`config.mk`:
```
export PLATFORM = sky130hd
export DESIGN_NAME = shift_exec_stage
export DESIGN_NICKNAME = d
export VERILOG_FILES = /design/src/rtl/shift_exec_stage.sv
export SDC_FILE = /design/constraint.sdc
export NUM_CORES = 1
export LEC_CHECK = 0
export BUFFER_PORTS_ARGS = -buffer_cell sky130_fd_sc_hd__buf_2
export CAP_MARGIN = 20
export CORE_MARGIN = 3
export CORE_UTILIZATION = 52
export DETAILED_ROUTE_END_ITERATION = 7
export PLACE_DENSITY = 0.74
export SLEW_MARGIN = 20
export SYNTH_ARGS = -nofsm -noshare
export SYNTH_HDL_FRONTEND = slang
export SYNTH_HIERARCHICAL = 1
export SYNTH_SLANG_ARGS = --single-unit
export TNS_END_PERCENT = 50
```
`constraint.sdc`:
```
create_clock -name clk -period 2.8 [get_ports clk]
set_input_delay 0.42 -clock clk [delete_from_list [all_inputs] [get_ports clk]]
set_output_delay 0.42 -clock clk [all_outputs]
set_load 0.1 [all_outputs]
```
`src/rtl/shift_exec_stage.sv`:
```
// Two-stage execute shift unit: S1 holds the decoded MIPS shift instruction,
// shift_mux shifts it combinationally, and S2 registers the result for writeback.

module shift_mux (
  input  logic [31:0] data_i,
  input  logic [4:0]  sa_i,
  input  logic        right_i,
  input  logic        arith_i,
  output logic [31:0] result_o
);
  function automatic logic [31:0] rev32(input logic [31:0] v);
    logic [31:0] r;
    for (int i = 0; i < 32; i++) r[i] = v[31-i];
    return r;
  endfunction

  logic        fill;
  logic [31:0] stage [6];

  // Left shifts run through the same right-shifting ladder on bit-reversed data.
  assign fill     = right_i & arith_i & data_i[31];
  assign stage[0] = right_i ? data_i : rev32(data_i);

  for (genvar k = 0; k < 5; k++) begin : g_ladder
    localparam int SH = 1 << k;
    assign stage[k+1] = sa_i[k] ? {{SH{fill}}, stage[k][31:SH]} : stage[k];
  end

  assign result_o = right_i ? stage[5] : rev32(stage[5]);
endmodule

module shift_exec_stage #(
  parameter int CNT_W = 16
) (
  input  logic             clk,
  input  logic             rst,
  input  logic             in_valid,
  output logic             in_ready,
  input  logic [5:0]       in_func,
  input  logic [4:0]       in_shamt,
  input  logic [31:0]      in_rs,
  input  logic [31:0]      in_rt,
  input  logic [4:0]       in_tag,
  output logic             out_valid,
  input  logic             out_ready,
  output logic [31:0]      out_result,
  output logic [4:0]       out_tag,
  output logic             out_zero,
  output logic             out_illegal,
  output logic [CNT_W-1:0] op_count
);
  logic             s1_valid_q, s2_valid_q;
  logic [31:0]      s1_data_q;
  logic [4:0]       s1_sa_q, s1_tag_q;
  logic             s1_right_q, s1_arith_q, s1_illegal_q;
  logic [31:0]      out_result_q, result_d, mux_result;
  logic [4:0]       out_tag_q;
  logic             out_zero_q, out_illegal_q;
  logic [CNT_W-1:0] op_count_q, op_count_d;
  logic [4:0]       dec_sa;
  logic             dec_right, dec_arith, dec_illegal;
  logic             s1_adv, s2_adv;
  logic             unused_rs;

  assign unused_rs = ^in_rs[31:5];

  // NOTE: every combinational output gets a default first so no path infers a latch.
  always_comb begin
    dec_sa      = in_shamt;
    dec_right   = 1'b0;
    dec_arith   = 1'b0;
    dec_illegal = 1'b0;
    case (in_func)
      6'b000000: ;
      6'b000010: dec_right = 1'b1;
      6'b000011: begin dec_right = 1'b1; dec_arith = 1'b1; end
      6'b000100: dec_sa = in_rs[4:0];
      6'b000110: begin dec_sa = in_rs[4:0]; dec_right = 1'b1; end
      6'b000111: begin dec_sa = in_rs[4:0]; dec_right = 1'b1; dec_arith = 1'b1; end
      default:   dec_illegal = 1'b1;
    endcase
  end

  // in_ready deliberately follows out_ready combinationally so a full pipe still streams.
  assign s2_adv   = !s2_valid_q || out_ready;
  assign s1_adv   = !s1_valid_q || s2_adv;
  assign in_ready = s1_adv;

  shift_mux u_shift_mux (
    .data_i   (s1_data_q),
    .sa_i     (s1_sa_q),
    .right_i  (s1_right_q),
    .arith_i  (s1_arith_q),
    .result_o (mux_result)
  );

  assign result_d   = s1_illegal_q ? 32'd0 : mux_result;
  assign op_count_d = (s2_valid_q && out_ready) ? op_count_q + 1'b1 : op_count_q;

  // NOTE: sequential state uses non-blocking assignments so all registers update together.
  always_ff @(posedge clk) begin
    if (rst) begin
      s1_valid_q    <= 1'b0;
      s2_valid_q    <= 1'b0;
      out_result_q  <= '0;
      out_tag_q     <= '0;
      out_zero_q    <= 1'b0;
      out_illegal_q <= 1'b0;
      op_count_q    <= '0;
    end else begin
      if (s1_adv) s1_valid_q <= in_valid;
      if (s2_adv) begin
        s2_valid_q <= s1_valid_q;
        if (s1_valid_q) begin
          out_result_q  <= result_d;
          out_tag_q     <= s1_tag_q;
          out_zero_q    <= (result_d == 32'd0);
          out_illegal_q <= s1_illegal_q;
        end
      end
      op_count_q <= op_count_d;
    end
  end

  // NOTE: S1 payload is qualified by s1_valid_q, so it carries no reset.
  always_ff @(posedge clk) begin
    if (s1_adv && in_valid) begin
      s1_data_q    <= in_rt;
      s1_sa_q      <= dec_sa;
      s1_right_q   <= dec_right;
      s1_arith_q   <= dec_arith;
      s1_tag_q     <= in_tag;
      s1_illegal_q <= dec_illegal;
    end
  end

  assign out_valid   = s2_valid_q;
  assign out_result  = out_result_q;
  assign out_tag     = out_tag_q;
  assign out_zero    = out_zero_q;
  assign out_illegal = out_illegal_q;
  assign op_count    = op_count_q;
endmodule

```
# Word-level counts from Yosys, hierarchy flattened
# Index checks and enable logic that the tools add are counted.
[classes] n_addsub=1 eq_ne=5 muxes=12 n_bitwise=2 reduce_logical=13
[ops] op="32-bit 2-to-1 mux" n=8
[ops] op="32-bit logical NOT" n=1
[ops] op="6-bit by 3-bit equality test with 1-bit output, second input constant" n=3
[ops] op="16-bit by 1-bit adder with 16-bit output, second input constant" n=1
[ops] op="6-bit by 2-bit equality test with 1-bit output, second input constant" n=2
[ops] op="6-bit logical NOT" n=1
[ops] op="6-bit OR reduction" n=1
[ops] op="5-bit 2-to-1 mux" n=1
[ops] op="4-bit OR reduction" n=1
[ops] op="1-bit 2-to-1 mux" n=3
[ops] op="3-bit OR reduction" n=1
[ops] op="1-bit bitwise AND" n=2
[ops] op="1-bit logical AND" n=2
[ops] op="1-bit logical NOT" n=2
[ops] op="1-bit logical OR" n=2
[ops] op="2-bit AND reduction" n=1
[ops] op="2-bit OR reduction" n=1
[totals] register_bits=102 inputBits=84 output_inout_bits=57 wordCells=46

# Depth between registers and ports, before layout
[logic_depth] ltp_word=10 mapped_depth=14 depth_no_buf=10

# Hierarchy
# The synthesis kept the hierarchy.
[by_module_without_submodules] module="shift_mux" n_inst=1 cells_per_inst=479 area_per_inst_um2=3881.2 seq_area_each_um2=0.0
[by_module_without_submodules] module="shift_exec_stage" n_inst=1 cells_per_inst=328 area_per_inst_um2=3778.6 seq_area_each_um2=2492.4

# Least setup slack after synthesis
# No wires, ideal clock.
[synth_timing] kind="register to register" from="register s2_valid_q, in the netlist out_valid" to="register s1_arith_q, enable pin" setup_ns=0.407 arrival_time_ns=2.909 t_required_ns=2.393 path_slack_ns=-0.516 stages_incl_launch_ff=4 path_buffers=0 synth_period_minus_slack_ns=3.316 path_cell_list="dfxtp_1 and2b_4 nand2_1 and2_1"
[synth_between] elab_chain_len=4
[synth_lines] element="start, declared" line_no="52" rtl="logic s1_valid_q, s2_valid_q;"
[synth_lines] element="start signal, assigned" line_no="113" rtl="s2_valid_q <= s1_valid_q;"
[synth_lines] element="1-bit logical NOT" line_no="85" rtl="assign s2_adv = !s2_valid_q || out_ready;"
[synth_lines] element="1-bit logical OR" line_no="85"
[synth_lines] element="1-bit logical OR" line_no="86" rtl="assign s1_adv = !s1_valid_q || s2_adv;"
[synth_lines] element="named net in_ready" line_no="38" rtl="output logic in_ready,"
[synth_lines] element="1-bit logical AND" line_no="127" rtl="if (s1_adv && in_valid) begin"
[synth_lines] element="end signal, assigned" line_no="131" rtl="s1_arith_q <= dec_arith;"
[synth_lines] element="end, declared" line_no="55" rtl="logic s1_right_q, s1_arith_q, s1_illegal_q;"
# The timed path passes the listed nets, and every way through them passes these cells.
# A chain may end at the register's enable or synchronous reset.

# Final worst setup path
[layout_timing] from="register s1_sa_q[0]" to="register out_zero_q, in the netlist out_zero"
[layout_between] elab_chain_len=8
[layout_lines] element="start, declared" line_no="54" rtl="logic [4:0] s1_sa_q, s1_tag_q;"
[layout_lines] element="start signal, assigned" line_no="129" rtl="s1_sa_q <= dec_sa;"
[layout_lines] element="32-bit 2-to-1 mux (5 in series)" line_no="26" rtl="assign stage[k+1] = sa_i[k] ? {{SH{fill}}, stage[k][31:SH]} : stage[k];"
[layout_lines] element="32-bit 2-to-1 mux" line_no="29" rtl="assign result_o = right_i ? stage[5] : rev32(stage[5]);"
[layout_lines] element="named net mux_result[24]" line_no="56" rtl="logic [31:0] out_result_q, result_d, mux_result;"
[layout_lines] element="32-bit 2-to-1 mux" line_no="97" rtl="assign result_d = s1_illegal_q ? 32'd0 : mux_result;"
[layout_lines] element="32-bit logical NOT" line_no="117" rtl="out_zero_q <= (result_d == 32'd0);"
[layout_lines] element="end signal, assigned" line_no="117"
[layout_lines] element="end, declared" line_no="58" rtl="logic out_zero_q, out_illegal_q;"
# The timed path passes the listed nets, and every way through them passes these cells.

==> summary.md <==
| Metric | Value |
|---|---|
| Synth Warn # | `6` |
| Initial antenna violation count | `0` |
| Initial Util | `a little over half` |
| CP max-delay cell | `mux4_2` |
| Pwr Density | `around 460 nW/um^2` |
| Synth area leader | `edfxtp_1` |
| Gr usage total | `between 30% and 40%` |
| Placer congestion estimate | `1.06` |
| Die Wd | `127 microns` |
| Final worst-path cycle share | `112%` |
| Clock-pin slew on the worst setup and hold paths | `80 ps` |
| Count leader, synth | `nand2_1` |
| Die H | `roughly 130 microns` |
| Max_cap viols | `0` |
| DR DRC count | `0` |
| Fin. Hold Viols | `0` |
| Area growth from synthesis to layout | `38.3%` |
| Final WL | `roughly 27,000 microns` |
| Final Setup Violations | `15` |
| Worst Tran Pin Value | `~800 ps` |
| Vias in the first global route | `7,673` |
| Setup Crit Path Kind | `flop to flop` |
| Post-synthesis cell area | `7660 sq um` |
| Most frequent CP cell | `buf_4` |
| First-pass GRT wire length | `just over 40,000 microns` |
| Worst r2r src | `s1_sa_q[0]` |
| Relative slew margins | `about 46%` |
| Worst R2R Setup Slack | `-330 ps` |
| #FFs+latches synth | `approximately 100` |
| IO Pins | `~140` |
| Root cell of the clock tree | `clkbuf_16` |
| Fin nets | `roughly 1,200` |
| 1st-pass router iterations | `7` |
| Leak Pwr | `~4.5 nW` |
| CP peak stage delay | `slightly above 500 ps` |
| DP HPWL | `just under 20,000 microns` |
| Async SR Flop Fraction | `0%` |
| FP Rows | `43` |
| Worst setup SP type | `flop` |
| Setup crit end kind | `flop` |
| Worst hold-check path type | `input pin to flop` |
| Number of synthesized flops with an enable pin | `between 40 and 50` |
| Area of the die | `roughly 16,000 sq um` |
| Worst Path Required | `3110 ps` |
| Top post-synthesis cells by area | `edfxtp_1 (18%), dfxtp_1 (15%), mux4_2 (8.5%)` |
| CTS buffer count | `9` |
| Sequential area share after synthesis | `32.5%` |
| FF-to-FF path depth | `14` |
| Port buffer count | `approximately 110` |
| Final worst slack | `-334 ps` |
| Syn_nets | `about 890` |
| Largest net degree at the start of global routing | `47` |
| R2r endpoint | `out_zero` |
| CTS Buffer Depth | `2` |
| Clk sinks | `~100` |
| Ys flop type | `dfxtp_1` |
| Max VDD drop | `0.440 mV` |
| Post-Synthesis Cells | `around 800` |
| Finished Cell Area | `about 11,000 sq um` |
| Setup crit end | `out_zero` |
| Period minus WS final | `between 3000 and 4000 ps` |
| Clock Latency Late Sink | `roughly 360 ps` |
| Skew final | `between 9 and 10 ps` |
| Clock power share | `29.9%` |
| Sw frac | `33.7%` |
| H-tree levels | `3` |
| Core Region | `between 10,000 and 15,000 sq um` |
| DRT iter0 DRCs | `between 1,000 and 1,500` |
| Synth Area per Inst | `9.49 sq um` |
| Outcome | `finished, violations left` |
| RSZ-0062 raised after global routing | `true` |
| CTS tree | `yes` |
| Netlist cell types | `86` |
| Crit Path Max Fanout | `8` |
| F_max | `about 0.32 GHz` |
| Total grt overflow | `0` |
| Cell Area, Placed | `between 9000 and 10,000 sq um` |
| Sw Pwr | `1.62 mW` |
| Failing checks | `negative setup slack` |
| Post-Route Setup TNS | `-1030 ps` |
| Synth top area share | `17.6%` |
| Int Pwr | `about 3.2 mW` |
| CP Cell Sequence | `buf_12, buf_8, mux2_4, mux4_2, buf_4, nand3_1, o21ai_0, nor3b_2, buf_4, mux2i_1, nor4_2, nand4_1, nor2_1, o31a_1` |
| ANT cells | `0` |
| Gate power share | `around 36%` |
| Post-route ant nets | `0` |
| Crit. Startpoint | `s1_sa_q[0]` |
| Synth cell count leaders | `nand2_1 (92), a21oi_1 (66), dfxtp_1 (57)` |
| Total number of vias | `~8,000` |
| Flop pwr share | `between 30% and 40%` |
| Via density | `between 6 and 7` |
| Count of pins over their slew limit | `0` |
| Layout cell share with drive strength beyond 1 | `44.9%` |
| WL/cell | `around 21 microns` |
| WP data arrival | `about 3400 ps` |
-- power groups by stage --
stage               clock network, mW  logic (mW)  registers [mW]
floorplan                           0       0.740            1.79
CTS                              1.46        1.56            1.66
global route                     1.52        1.80            1.67
finish                           1.44        1.72            1.66
global placement                    0        1.44            1.69
detailed placement                  0        1.45            1.69
-- critical path: cells and delay by family, from the launching register on --
| family | cells | cell delay, ps |
|---|---|---|
| mux | 3 | 920 |
| flops | 1 | 450 |
| compound gates | 2 | 250 |
| buf+inv | 4 | 660 |
| simple gates | 5 | 820 |
-- flip-flops by register name, summed over array words and instances, names as in the netlist --
signal / flops
out_illegal: 1
s1_valid_q: 1
out_tag: 5
op_count: 16
s1_sa_q: 5
out_result: 32
s1_arith_q: 1
out_valid: 1
s1_data_q: 32
out_zero: 1
s1_tag_q: 5
s1_illegal_q: 1
s1_right_q: 1
-- per-layer routing --
layer	GRT usage, %	wire (microns)	vias to the layer above
met1	43.9	10800	3851
met3	7.32	2840	69
met4	9.34	754	0
li1	-	-	3641
met5	0	0	-
met2	50.5	12200	522
-- cell type report --
cell class,count,area (sq um)
clock buffers,10,250
clock inverters,6,93.8
fillers,1014,3560
inverters,7,26.3
multi-input cells,630,5090
flip-flops and latches,102,2490
well taps,180,225
repair buffers,336,2410
-- worst min path at each step --
stage / from / to / slack (ps) / depth (start not counted)
5_1_grt: in_rt[29] / s1_data_q[29] / 210 / 1
3_5_place_dp: out_result[4] / out_result[4] / 440 / 2
3_3_place_gp: out_result[26] / out_result[26] / 440 / 2
6_report: in_rt[18] / s1_data_q[18] / 230 / 1
4_1_cts: in_rt[18] / s1_data_q[18] / 220 / 1
2_1_floorplan: s1_tag_q[0] / out_tag[0] / 470 / 2
-- stage by stage --
| stage | worst slack [ps] | instances | util [%] | total power, mW | hold slack (ps) |
|---|---|---|---|---|---|
| 6_report | -334 | 1271 | 74.9 | 4.82 | 228 |
| 5_1_grt | -459 | 1271 | 74.9 | 4.99 | 214 |
| 4_1_cts | -268 | 1263 | 72.7 | 4.68 | 218 |
| 3_5_place_dp | -442 | 1236 | 67.8 | 3.15 | 443 |
| 3_3_place_gp | -394 | 1236 | 67.8 | 3.13 | 438 |
| 2_1_floorplan | 52.5 | 807 | - | 2.53 | 471 |
-- placed cells by master, fill, tap and decap left out, types with 8 or more instances in the layout --
master     count
and3_1         8
a21oi_1       60
nor2b_1       12
nor3_1        13
nand3_1       22
clkbuf_16     11
mux2i_1       47
dfxtp_1       56
a22oi_1       11
edfxtp_1      45
xor2_1        11
nor2_1        48
mux2_2        14
mux4_2        31
o21ai_0       20
nand2_1       91
buf_4        208
nand3b_1      32
mux2_4        12
buf_2        113
o22ai_1       12
nand2b_1       9
-- logic make-up after synthesis --
| logic type | share of synthesized area (%) |
|---|---|
| AO/OA/AOI/OAI | 18.0 |
| XOR/XNOR | 1.37 |
| adder cells (fa/ha/maj) | 0.163 |
| buffers and inverters | 6.66 |
| flip-flops | 32.5 |
| multiplexers | 21.2 |
| AND/OR/NAND/NOR | 20.1 |
-- what timing repair did --
| action | 4_1_cts | 5_1_grt |
|---|---|---|
| resized for setup | 43 | 60 |
| setup buffers | 10 | 8 |
| endpoints found under the hold margin | 0 | 0 |
| setup endpoints to repair | 12 | 33 |
| cloned | 2 | 1 |
| pin swaps | 23 | 18 |
| hold buffers | 0 | 0 |
Power figures use the tool's default switching activity.
